## src/rtl/hazard_ctrl.sv

```systemverilog
// hazard_ctrl: pipeline hazard controller for the 5-stage RISC-V core.
//
// This block computes the EX operand forwarding selects. It detects load-use
// hazards and produces stall and flush controls for a taken branch. It also
// holds an iterative multiply or divide in EX for the full latency of the
// operation.
//
// Optional feature macro: HZD_MDU_EN
//   defined   - the MDU FSM and its latency counter are compiled in.
//   undefined - there is no MDU state. StallE, FlushM and the Mdu* outputs
//               are tied low, and MduStartE and MduDivE are ignored.
//
// Ports
//   clk, reset_n           core clock, asynchronous active-low reset
//   Rs1D, Rs2D             sources of the instruction in ID
//   Rs1E, Rs2E, RdE        sources and destination of the instruction in EX
//   RdM, RdW               destinations in MEM and WB
//   RegWriteM, RegWriteW   register-write enables in MEM and WB
//   LoadE                  EX instruction is a load
//   PCSrcE                 taken branch or jump resolved in EX
//   MduStartE, MduDivE     EX instruction is mul/div; 1 = divide
//   ForwardAE, ForwardBE   00 regfile, 10 MEM result, 01 WB result
//   StallF/D/E             hold the PC, IF/ID and ID/EX registers
//   FlushD/E/M             clear IF/ID, ID/EX and EX/MEM
//   MduLatch               MDU captures its forwarded operands this cycle
//   MduBusy                MDU FSM is not idle
//   MduDone                MDU result is valid in EX this cycle
//
// MDU FSM
//   state  | meaning
//   IDLE   | no operation; a start (without a branch) latches operands
//   BUSY   | counting down the latency; the pipeline is held
//   DONE   | result valid; the instruction advances, start is ignored
module hazard_ctrl #(
    parameter int MUL_LAT = 4,
    parameter int DIV_LAT = 32
) (
    input  logic       clk,
    input  logic       reset_n,
    input  logic [4:0] Rs1D,
    input  logic [4:0] Rs2D,
    input  logic [4:0] Rs1E,
    input  logic [4:0] Rs2E,
    input  logic [4:0] RdE,
    input  logic [4:0] RdM,
    input  logic [4:0] RdW,
    input  logic       RegWriteM,
    input  logic       RegWriteW,
    input  logic       LoadE,
    input  logic       PCSrcE,
    input  logic       MduStartE,
    input  logic       MduDivE,
    output logic [1:0] ForwardAE,
    output logic [1:0] ForwardBE,
    output logic       StallF,
    output logic       StallD,
    output logic       StallE,
    output logic       FlushD,
    output logic       FlushE,
    output logic       FlushM,
    output logic       MduLatch,
    output logic       MduBusy,
    output logic       MduDone
);

    localparam logic [5:0] MUL_CNT = 6'(MUL_LAT - 1);
    localparam logic [5:0] DIV_CNT = 6'(DIV_LAT - 1);

    logic [1:0] fwd_a;
    logic [1:0] fwd_b;
    logic       lw_stall;
    logic       mdu_stall;
    logic       mdu_latch;
    logic       mdu_busy;
    logic       mdu_done;

    // MEM has priority over WB because it holds the younger result.
    function automatic logic [1:0] fwd_sel(
        input logic [4:0] rs,
        input logic [4:0] rd_m,
        input logic       wr_m,
        input logic [4:0] rd_w,
        input logic       wr_w
    );
        logic [1:0] sel;
        sel = 2'b00;
        if (wr_m && (rd_m == rs) && (rs != 5'd0)) begin
            sel = 2'b10;
        end else if (wr_w && (rd_w == rs) && (rs != 5'd0)) begin
            sel = 2'b01;
        end
        return sel;
    endfunction

    assign fwd_a    = fwd_sel(Rs1E, RdM, RegWriteM, RdW, RegWriteW);
    assign fwd_b    = fwd_sel(Rs2E, RdM, RegWriteM, RdW, RegWriteW);
    assign lw_stall = LoadE && (RdE != 5'd0) && ((RdE == Rs1D) || (RdE == Rs2D));

`ifdef HZD_MDU_EN
    typedef enum logic [1:0] {
        S_IDLE = 2'd0,
        S_BUSY = 2'd1,
        S_DONE = 2'd2
    } mdu_state_t;

    mdu_state_t state_q, state_d;
    logic [5:0] cnt_q, cnt_d;

    always_ff @(posedge clk or negedge reset_n) begin
        if (!reset_n) begin
            state_q <= S_IDLE;
            cnt_q   <= 6'd0;
        end else begin
            state_q <= state_d;
            cnt_q   <= cnt_d;
        end
    end

    always_comb begin
        state_d   = state_q;
        cnt_d     = cnt_q;
        mdu_stall = 1'b0;
        mdu_latch = 1'b0;
        mdu_done  = 1'b0;
        case (state_q)
            S_IDLE: begin
                // A simultaneous branch kills the MDU instruction, so it never starts.
                if (MduStartE && !PCSrcE) begin
                    mdu_latch = 1'b1;
                    mdu_stall = 1'b1;
                    cnt_d     = MduDivE ? DIV_CNT : MUL_CNT;
                    state_d   = S_BUSY;
                end
            end
            S_BUSY: begin
                mdu_stall = 1'b1;
                if (cnt_q == 6'd0) begin
                    state_d = S_DONE;
                end else begin
                    cnt_d = cnt_q - 6'd1;
                end
            end
            S_DONE: begin
                mdu_done = 1'b1;
                state_d  = S_IDLE;
            end
            default: state_d = S_IDLE;
        endcase
    end

    assign mdu_busy = (state_q != S_IDLE);
`else
    assign mdu_stall = 1'b0;
    assign mdu_latch = 1'b0;
    assign mdu_busy  = 1'b0;
    assign mdu_done  = 1'b0;

    logic unused_mdu;
    assign unused_mdu = &{1'b0, clk, MduStartE, MduDivE, MUL_CNT, DIV_CNT};
`endif

    // Every output reads as zero while reset is held, including the forwarding selects.
    // An MDU stall freezes EX, so flushes that would kill the MDU instruction are masked.
    assign ForwardAE = reset_n ? fwd_a : 2'b00;
    assign ForwardBE = reset_n ? fwd_b : 2'b00;
    assign StallF    = reset_n & (mdu_stall | (lw_stall & ~PCSrcE));
    assign StallD    = reset_n & (mdu_stall | (lw_stall & ~PCSrcE));
    assign StallE    = reset_n & mdu_stall;
    assign FlushD    = reset_n & PCSrcE & ~mdu_stall;
    assign FlushE    = reset_n & (lw_stall | PCSrcE) & ~mdu_stall;
    assign FlushM    = reset_n & mdu_stall;
    assign MduLatch  = reset_n & mdu_latch;
    assign MduBusy   = reset_n & mdu_busy;
    assign MduDone   = reset_n & mdu_done;

endmodule

```

## config.mk

```make
export PLATFORM = sky130hd
export DESIGN_NAME = hazard_ctrl
export DESIGN_NICKNAME = d
export VERILOG_FILES = /design/src/rtl/hazard_ctrl.sv
export SDC_FILE = /design/constraint.sdc
export NUM_CORES = 1
export LEC_CHECK = 0
export BUFFER_PORTS_ARGS = -buffer_cell sky130_fd_sc_hd__buf_2
export CORE_MARGIN = 3
export CORE_UTILIZATION = 37
export DETAILED_ROUTE_END_ITERATION = 12
export PLACE_DENSITY = 0.86
export SYNTH_ARGS = -nofsm -noshare
export SYNTH_HDL_FRONTEND = slang
export SYNTH_SLANG_ARGS = --single-unit
```

## constraint.sdc

```tcl
create_clock -name vclk -period 2.1
set_input_delay 0.42 -clock vclk [all_inputs]
set_output_delay 0.42 -clock vclk [all_outputs]
set_load 0.05 [all_outputs]
```

# Yosys cells after proc, flatten, opt, wreduce, memory -nomap -nowiden

Cells that the tools add are included.

Bits in registers: 0
Bits of input ports: 43
Output and inout port bits: 13

Equal/unequal tests: 6
Multiplexer cells: 6
Bitwise operators: 6
Reduce and logical (&&, ||, !) cells: 14

Operators with widths:

| operator           | count |
|---|---|
| == test 5 bit      | 6 |
| nonzero test 5 bit | 3 |
| logical AND 1 bit  | 10 |
| two-way mux 2 bit  | 4 |
| bitwise AND 1 bit  | 4 |
| two-way mux 1 bit  | 2 |
| logical OR 1 bit   | 1 |
| NOT 1 bit          | 1 |
| OR 1 bit           | 1 |

# Longest topological paths before layout

Gate-level depths: netlist (run 1).

Depth in word-level cells: 6
Depth in mapped cells: 5
Gate-level depth less buffers: 4

# Worst setup path before layout (run 1)

Ideal clock, no wire load.

Path kind: input to output
Start: input port RdE[1]
End: output port StallF
Data arrival time: 2.364 ns
Required time: 1.680 ns
Path slack: -0.684 ns
Stages: 5
Path buffers: 1
Cell sequence: xor2_1 -> nor3_1 -> a22oi_1 -> nor3_1 -> buf_4

Cells in the longest elaborated chain, start to end: 5
Elaborated cells between the ends (all ways): 8
Those cells by class: eq/ne (2); bitwise (2); reduce/logical (4)

RTL lines:

| element                                                      | line | source |
|---|---|---|
| start: declaration                                           | 44   | `input logic [4:0] RdE,` |
| == test 5 bit / nonzero test 5 bit (equally long branches)   | 97   | `assign lw_stall = LoadE && (RdE != 5'd0) && ((RdE == Rs1D) \|\| (RdE == Rs2D));` |
| logical OR 1 bit / logical AND 1 bit (equally long branches) | 97   |  |
| logical AND 1 bit (*)                                        | 97   |  |
| bitwise AND 1 bit (*) (2 in series)                          | -    |  |
| end: declaration                                             | 55   | `output logic StallF,` |

Every way passes the cells marked *; elsewhere a longest branch is shown, timed or not.

# Final worst setup path (run 1)

Start: input port RdE[1]
End: output port FlushE

Cells in the longest elaborated chain, start to end: 5
Elaborated cells between the ends (all ways): 8
Those cells by class: eq/ne (2); bitwise (2); reduce/logical (4)

RTL lines:

| element                                                      | line | source |
|---|---|---|
| == test 5 bit / nonzero test 5 bit (equally long branches)   | 97   |  |
| logical OR 1 bit / logical AND 1 bit (equally long branches) | 97   |  |
| logical AND 1 bit (*)                                        | 97   |  |
| OR 1 bit (*)                                                 | 170  | `assign FlushE = reset_n & (lw_stall \| PCSrcE) & ~mdu_stall;` |
| bitwise AND 1 bit (*)                                        | 170  |  |
| end: declaration                                             | 59   | `output logic FlushE,` |

Marks and branches as above.

==> results.txt, run 1 <==
The run finished, with violations left. The checks that failed: setup timing. Setup repair after global routing could not meet its margin everywhere. The fraction of power consumed by the clock network came out at 0%. Entering global routing, the biggest net connects 7 pins.

The post-route antenna net violation count came out at 0. Based on the critical path, the design can be clocked at up to ~0.47 GHz. The initial utilization of the core area, before any placement, comes to a little over two fifths. The net count of the finished layout is 159. The die height came out at between 40 and 50 um. The fraction of layout instances using a drive strength above 1 came out at about 55%.

The setup violation total in the final timing report is 3. The initial antenna violation count was 0. The placement-stage worst setup slack is -0.002048 ns.

Summed over all nets, the switching power comes to around 0.096 mW. The register area share after synthesis came out at 0%. After detailed placement, the total cell area comes to 800.8 um^2. The floorplan die width came out at approximately 43 um. The tool flagged a number of max-cap violations equal to 0.

In this run the number of cells on the critical path is 6. The count of vias placed by the detailed router came out at 616. The worst setup path is captured at an output port. The static power due to leakage came out at about 0.38 nW. The global-route congestion overflow total came out at 0.

The post-layout instance area came out at roughly 820 um^2. The slowest stage of the critical path belongs to the cell sky130_fd_sc_hd__or4_1. At the worst endpoint, the arrival time is between 1.5 and 2 ns. The number of inserted diodes came out at 0. The signal on the critical path passes through buf_2 > or4_1 > o211ai_1 > buf_4 > o21bai_1 > buf_2. Net switching is 56.45% of the power. The worst path in the final design needs a cycle of 2.138 ns, including I/O delays and setup. The count of final hold-check violations is 0. Leaving out fill and tap cells, the most frequent cell in the layout is sky130_fd_sc_hd__buf_2. The overall die area is about 1900 um^2.

The non-filler instance count after layout came out at between 100 and 150. During I/O placement, the number of pins put on the boundary was 56. In the post-route analysis, the smallest setup slack over all paths is -0.03796 ns. The maximum vdd ir drop is ~0.1 mV. The max-slew violation count is 0. The worst hold path belongs to the class input pin to output port. The per-instance average area after synthesis came out at around 8.2 um^2.

The power density over cell area is 208.3 nW/um^2. Tracing the worst setup path back leads to its startpoint at RdE[1]. The share of total power dissipated in sequential elements is 0%. The count of synthesis-stage warnings from yosys is 0.

The unique cell type count in the Yosys netlist is 17. The category of the critical setup timing path is input pin to output port. The core area is approximately 1200 um^2.

The estimated wirelength of the detail-placed design came out at ~1300 um. The number of global-route vias before repair came out at ~500. The global-route wire length before repair is 1980 um. In this run the worst path has a maximum fanout of 3. Registers take 0 um^2.

By instance count, the cell type seen most on the critical path is sky130_fd_sc_hd__buf_2. The worst setup path is launched from an input pin. In the routed design, unresolved DRC markers number 0.

The routed via count divided by cell count came out at 4.813. Counting both buffers and inverters, the worst setup path holds a total of 3. The cell count after synthesis is 63.

The part of the cycle the worst path needs came out at 101.8%. The area of the mapped netlist came out at 514.2 um^2. The total number of placement rows came out at 12.

The routability congestion estimate is 0.8302. In the layout the commonest cells are 43 x sky130_fd_sc_hd__buf_2, 16 x sky130_fd_sc_hd__xnor2_1, 14 x sky130_fd_sc_hd__xor2_1. The post-synthesis to final-layout area growth came out at 59.61%. The number of detailed-route iterations in the first pass came out at 3. The required time at the endpoint of the critical path came out at between 1.5 and 2 ns.

The critical path's top delay family is buffers and inverters. The count of buffers added on input and output ports is 48. After layout, the design draws a total of about 0.17 mW.

The placed cell count came out at approximately 130. The total wire length after detailed routing is approximately 1400 um. The number of clock buffer instances in the layout came out at 0.

Of the total power, combinational logic draws 100.0%. The critical path ends at FlushE. In the final routed layout, each cell accounts on average for between 10 and 15 um. The global-route total usage across every layer is 12.80%. The number of DRC markers in iteration 0 came out at 4. The total number of sequential cells is 0. The largest incremental delay on the critical path is ~0.51 ns.

The internal power of the cells totals roughly 0.074 mW.
-- through the flow --
step           utilization [%]    TNS, ns  hold slack, ns
4_1_cts                  66.88          0           1.191
3_3_place_gp             66.67          0           1.188
6_report                 68.33   -0.04017           1.175
2_1_floorplan                -   -0.01862          0.9059
3_5_place_dp             66.67  -0.002048           1.191
5_1_grt                  68.33    -0.2216           1.185
-- kinds of logic (layout without fill, tap and decap cells) --
kind of cell              count (synthesis)  count (layout)  share of synthesized area (%)
xor gates and xnor gates                 30              30                          51.09
buffers and inverters                     6              53                          8.759
other                                     1               5                         0.7292
and+or+nand+nor                          23              23                          35.04
AOI/OAI and AO/OA                         3               3                          4.381
-- what timing repair did --
action | in CTS | in global routing
setup buffers | 0 | 1
hold buffers | 0 | 0
resized for setup | 1 | 8
endpoints found under the setup margin | 1 | 5
pin swaps | 0 | 1
-- how the worst min path moves through the flow --
| stage | startpoint | to | slack (ns) | cells past startpoint |
|---|---|---|---|---|
| 2_1_floorplan | PCSrcE | StallD | 0.91 | 1 |
| 3_3_place_gp | PCSrcE | StallD | 1.19 | 3 |
| 3_5_place_dp | PCSrcE | StallD | 1.19 | 3 |
| 4_1_cts | PCSrcE | StallD | 1.19 | 3 |
| 5_1_grt | PCSrcE | StallD | 1.19 | 3 |
| 6_report | PCSrcE | StallF | 1.17 | 3 |
-- routing by layer --
layer	GRT usage [%]	share of wire [%]	wire length, um
met2	24.48	48	676
met4	0	0	0
met5	0	0	0
met3	1.695	17	241
met1	15.65	35	484
-- power groups by stage --
| stage | Sequential [mW] | Clock (mW) | Combinational [mW] |
|---|---|---|---|
| 5_1_grt | 0 | 0 | 0.183 |
| 4_1_cts | 0 | 0 | 0.169 |
| 3_5_place_dp | 0 | 0 | 0.169 |
| 3_3_place_gp | 0 | 0 | 0.165 |
| 2_1_floorplan | 0 | 0 | 0.104 |
| 6_report | 0 | 0 | 0.171 |
-- synth_stat cells (all sizes together) --
master / count / area, um^2
a22oi: 1 / 7.510
and2: 3 / 20.02
buf: 6 / 45.04
conb: 1 / 3.750
nand3: 2 / 10.01
nand4: 4 / 25.02
nor2: 4 / 30.03
nor3: 3 / 15.01
nor4: 4 / 50.05
o211ai: 1 / 7.510
o21bai: 1 / 7.510
or4: 3 / 30.03
xnor2: 16 / 140.1
xor2: 14 / 122.6
-- cell type report --
cell class | count | area (um^2)
Timing Repair Buffer | 53 | 290.3
Tap cell | 14 | 17.52
Multi-Input combinational cell | 61 | 513.0
Fill cell | 97 | 380.4
Note: power is estimated with default switching activity, not from simulation.
==> inputs of run 2 (changes only) <==
PLACE_DENSITY = 0.83   (was 0.86)
==> run 2 against run 1 <==
Effect of this change:
- the flow now finishes without violations
- combinational power up 4%
- hold slack lost 0.040 ns
- global-route usage is 1.5 points higher
- non-clock buffer count did not move
- routed wire length rose by 6.4%
- setup slack improved by 0.085 ns
- largest cell class unchanged
==> results.txt, run 2 (synthesized netlist as in run 1, its figures left out) <==
The number of inserted diodes came to 0 (unchanged). The post-route antenna net violation count came out at 0 (unchanged). The count of final hold-check violations is 0 (unchanged). The initial antenna violation count was 0 (unchanged). The number of detailed-route iterations in the first pass is 3 (unchanged).

The core area was 1201 um^2 (unchanged). The number of DRC markers in iteration 0 came to 5 (+1). The overall die area came out at 1873 um^2 (unchanged). The run finished with clean final reports. The fraction of layout instances using a drive strength above 1 came out at 56.14% (+0.88 points). The routability congestion estimate is 0.8146 (-1.9%). The maximum number of pins on one net before global-route repair came out at 7 (unchanged). The initial standard-cell utilization of the core came out at 42.81% (unchanged). The power density over cell area came out at 207.0 nW/um^2 (-0.62%).

The post-synthesis to final-layout area growth is 66.18%. Leaving out fill and tap cells, the most frequent cell in the layout is sky130_fd_sc_hd__buf_2. The total of max-cap violations came out at 0 (unchanged). The number of port buffers is 48 (unchanged). The global-route total usage across every layer came out at 14.32% (+1.5 points). The worst setup margin is 0.04730 ns (+0.08526 ns). The net total in the final layout is 159 (unchanged). The setup path with the least slack is of type input pin to output port. The worst-path maximum fanout came to 2 (-1).

The I/O pin total came out at 56 (unchanged). The area taken by flip-flops and latches is 0 um^2 (unchanged). Leaving out fill and tap cells, the most frequent cells in the layout are 40 x sky130_fd_sc_hd__buf_2, 16 x sky130_fd_sc_hd__xnor2_1, 14 x sky130_fd_sc_hd__xor2_1. The total DRC errors in the routed layout is 0 (unchanged). The number of clock buffer instances in the layout is 0 (unchanged).

The routed via count divided by cell count was 4.891 (+1.6%). The routed wirelength normalized by instance count is 11.66 um (+6.4%). The count of vias placed by the detailed router came out at 626 (+1.6%).

The total number of sequential cells came out at 0 (unchanged). The placed cell count is 128 (+0.79%). The global-route congestion overflow total came out at 0 (unchanged). The required time at the endpoint of the critical path was 1.68 ns (about the same).

The tightest min-delay check is of the input pin to output port type. The number of global-route vias before repair is 545 (+6.4%). The final-layout fill cell count came out at 103 (+6.2%). The setup TNS after final layout is 0 ns (+0.04017 ns).

The cts-stage hold buffer count came out at 0 (unchanged). The non-filler instance count after layout is 128 (unchanged). The die height came out at 43.28 um (unchanged).

The maximum vdd ir drop is 0.1068 mV (+4.1%). The placement-stage worst setup slack is -0.01782 ns (-0.01577 ns). The final core utilization came out at 71.15% (+2.8 points).

The total wire length after detailed routing is 1492 um (+6.4%). The worst setup path is captured at an output port. The minimum clock period was 2.053 ns (-0.08526 ns). The data arrival time of the critical path is 1.63 ns (-0.09 ns). The setup violation total in the final timing report came to 0 (-3). The sort of element at the start of the critical path is an input pin. Setup repair after global routing could not meet its margin everywhere. The estimated wirelength of the detail-placed design came out at 1342 um (+6.8%). The floorplan die width is 43.28 um (unchanged).

The part of the cycle the worst path needs was 97.75% (-4.1 points). The global-route wire length before repair is 2173 um (+9.7%). The static power due to leakage is 0.3865 nW (+2.4%). The maximum frequency from static timing analysis came out at 0.4872 GHz (+4.2%). The max-slew violation count came out at 0 (unchanged). The total number of placement rows came out at 12 (unchanged).
[run 2: power by group]
part	total (mW)	switching, mW	internal (mW)
Clock	0	0	0
Combinational	0.177	0.0985	0.0784
Sequential	0	0	0
Total	0.177	0.0985	0.0784
[run 2: final cells by class]
class	count	area (um^2)	share of cell area, %
multi-input cells	61	516.7	60.47
well taps	14	17.52	2.050
repair buffers	53	320.3	37.48
[run 2: worst paths after layout]
check / start / to / cells after the start
setup / recovery: RdE[2] / FlushE / 6
hold / removal: PCSrcE / StallF / 3
[run 2: worst max-delay path, cell delays in order]
cell	delay, ns
sky130_fd_sc_hd__buf_6	0.09
sky130_fd_sc_hd__or4_4	0.51
sky130_fd_sc_hd__o211ai_1	0.20
sky130_fd_sc_hd__buf_4	0.15
sky130_fd_sc_hd__o21bai_1	0.06
sky130_fd_sc_hd__buf_4	0.20
[run 2: per-layer routing]
metal	wire [um]	share of wire (%)	vias to the layer above	global-route usage, %
met4	0	0	0	0
met3	252	17	0	4.237
met2	728	49	44	28.02
met5	0	0	-	0
li1	-	-	312	-
met1	510	34	270	15.65
[run 2: stage by stage]
step / power [mW] / area (um^2) / hold slack, ns
final: 0.1769 / 854.6 / 1.134
after floorplan: 0.1043 / 558.0 / 0.9059
after global routing: 0.1907 / 854.6 / 1.146
after detailed placement: 0.1710 / 808.3 / 1.188
after CTS: 0.1715 / 810.8 / 1.188
after global placement: 0.1668 / 808.3 / 1.185
[run 2: repair_timing]
item	CTS	global route
resized for setup	1	18
pin swaps	0	2
gates cloned	0	0
setup endpoints to repair	1	6
buffers inserted	0	0
hold endpoints to repair	0	0
==> inputs of run 3 (changes only) <==
CORE_UTILIZATION = 39   (was 37)
PLACE_DENSITY = 0.87   (was 0.83)
SETUP_SLACK_MARGIN = 0.1   (was default)
clock period = 2.6 ns   (was 2.1 ns; I/O delays follow)
==> run 3 against run 2 <==
Effect of this change:
- power decreased by 25%
- hold slack improved by 0.24 ns
- largest cell class unchanged
- clock-buffer cell count unchanged
- design area decreased by 10%
- critical endpoint is now ForwardBE[0]
- critical path depth unchanged
- die area decreased by 4.4%
- utilization decreased by 5.7 points
==> results.txt, run 3 (synthesized netlist as in run 1, its figures left out) <==
The run finished with clean final reports. The post-route antenna net violation count came to 0 (unchanged). The number of detailed-route iterations in the first pass is 3 (unchanged).

The area taken by flip-flops and latches came out at 0 um^2 (unchanged). The worst hold slack is 1.373 ns (+0.2387 ns). The kind of cell with the highest combined delay along the critical path is simple AND/OR/NAND/NOR gates. The largest individual stage delay along the critical path comes from the cell sky130_fd_sc_hd__or4_4.

The minimum clock period is about 2.4 ns. The global-route total usage across every layer was 15.18% (+0.86 points). The die height was 42.31 um (-2.2%). The post-layout instance area came out at 767.0 um^2 (-10%). The max-slew violation count was 0 (unchanged). The number of port buffers is 48 (unchanged). The core area came to 1171 um^2 (-2.5%). The routed via count divided by cell count came to 4.935 (+0.91%). The I/O pin total is 56 (unchanged). The routability congestion estimate is 0.8214 (+0.83%). Based on the critical path, the design can be clocked at up to between 0.4 and 0.5 GHz. The overall die area is 1790 um^2 (-4.4%). The number of buffers inserted to repair setup after CTS came out at 0 (unchanged).

In this run the worst hold path is classified as input pin to output port. The static power due to leakage is 0.3464 nW (-10%). The most common cell after layout, fill and taps aside is sky130_fd_sc_hd__buf_2. The power density over cell area came out at 173.2 nW/um^2 (-16%).

The setup TNS after final layout is 0 ns (unchanged). The floorplan die width came out at 42.31 um (-2.2%). The largest incremental delay on the critical path came out at 0.54 ns (+0.03 ns). The total number of placement rows came out at 12 (unchanged). The number of clock buffer instances in the layout came to 0 (unchanged). The number of DRC markers in iteration 0 is 1 (-4). The required time at the endpoint of the critical path came to 2.08 ns (+0.40 ns). The number of buffers and inverters on the critical path is 2 (-1). The total wire length after detailed routing came out at 1432 um (-4.0%). The most common cell type on the critical path is sky130_fd_sc_hd__buf_2.

The global-route wire length before repair was 2242 um (+3.2%). The maximum number of pins on one net before global-route repair came out at 7 (unchanged). The maximum vdd ir drop came out at 0.07493 mV (-30%). The total power is 0.1329 mW (-25%).

The setup violation total in the final timing report came to 0 (unchanged). The number of inserted diodes is 0 (unchanged). The count of final hold-check violations is 0 (unchanged). The placed standard-cell area came out at 764.5 um^2 (-5.4%). Setup repair after global routing left no endpoint under its margin.

Walking the worst path, the cells encountered are buf_2 > or4_4 > nor2_4 > nor4_2 > nor4_4 > buf_2. Leaving out fill and tap cells, the most frequent cells in the layout are 47 x sky130_fd_sc_hd__buf_2, 16 x sky130_fd_sc_hd__xnor2_1, 14 x sky130_fd_sc_hd__xor2_1. The worst-path maximum fanout is 3 (+1). The count of vias placed by the detailed router came out at 607 (-3.0%). The part of the cycle the worst path needs came out at around 94%. The total of max-cap violations is 0 (unchanged). The data arrival time of the critical path came out at 1.93 ns (+0.30 ns). The initial antenna violation count is 0 (unchanged). From synthesis to final layout, the design area changed by 49.15%. The cts-stage hold buffer count came to 0 (unchanged).

The routed wirelength normalized by instance count is 11.64 um (-0.12%). The worst setup path is launched from an input pin. The number of global-route vias before repair came out at 571 (+4.8%).

The worst setup path is of the input pin to output port kind. The total number of sequential cells was 0 (unchanged). The global-route congestion overflow total is 0 (unchanged). The net total in the final layout is 154 (-3.1%). The final core utilization is 65.49% (-5.7 points). The initial standard-cell utilization of the core is 43.91% (+1.1 points). The total DRC errors in the routed layout was 0 (unchanged). The fraction of layout instances using a drive strength above 1 came out at 53.21% (-2.9 points). STA classifies the critical path endpoint as an output port.
[run 3: worst paths after layout]
check	depth (start not counted)	end	from	slack (ns)
max	6	ForwardBE[0]	Rs2E[1]	0.15
min	3	StallD	PCSrcE	1.37
[run 3: where the power goes]
part           switching (mW)  leakage [nW]  internal (mW)  total [mW]
registers                   0             0              0           0
logic                  0.0769         0.346         0.0559       0.133
clock network               0             0              0           0
[run 3: final cells by class]
type	instances	area (um^2)
Multi-Input combinational cell	61	506.7
Timing Repair Buffer	48	242.7
Fill cell	106	404.1
Tap cell	14	17.52
[run 3: timing repair]
action / CTS / global route
endpoints found under the hold margin: 0 / 0
gates resized for setup: 0 / 1
setup endpoints to repair: 0 / 1
[run 3: routing by layer]
metal | vias up | GRT usage (%) | part of all wire, %
met4 | 0 | 0 | 0
met2 | 46 | 31.91 | 47
met5 | - | 0 | 0
met3 | 0 | 3.433 | 17
met1 | 258 | 15.50 | 36
li1 | 303 | - | -
[run 3: per-stage QoR]
stage	instances	setup WS (ns)
6_report	123	0.1547
5_1_grt	123	0.1191
4_1_cts	123	0.1390
3_5_place_dp	123	0.1390
3_3_place_gp	123	0.1537
2_1_floorplan	67	0.1017
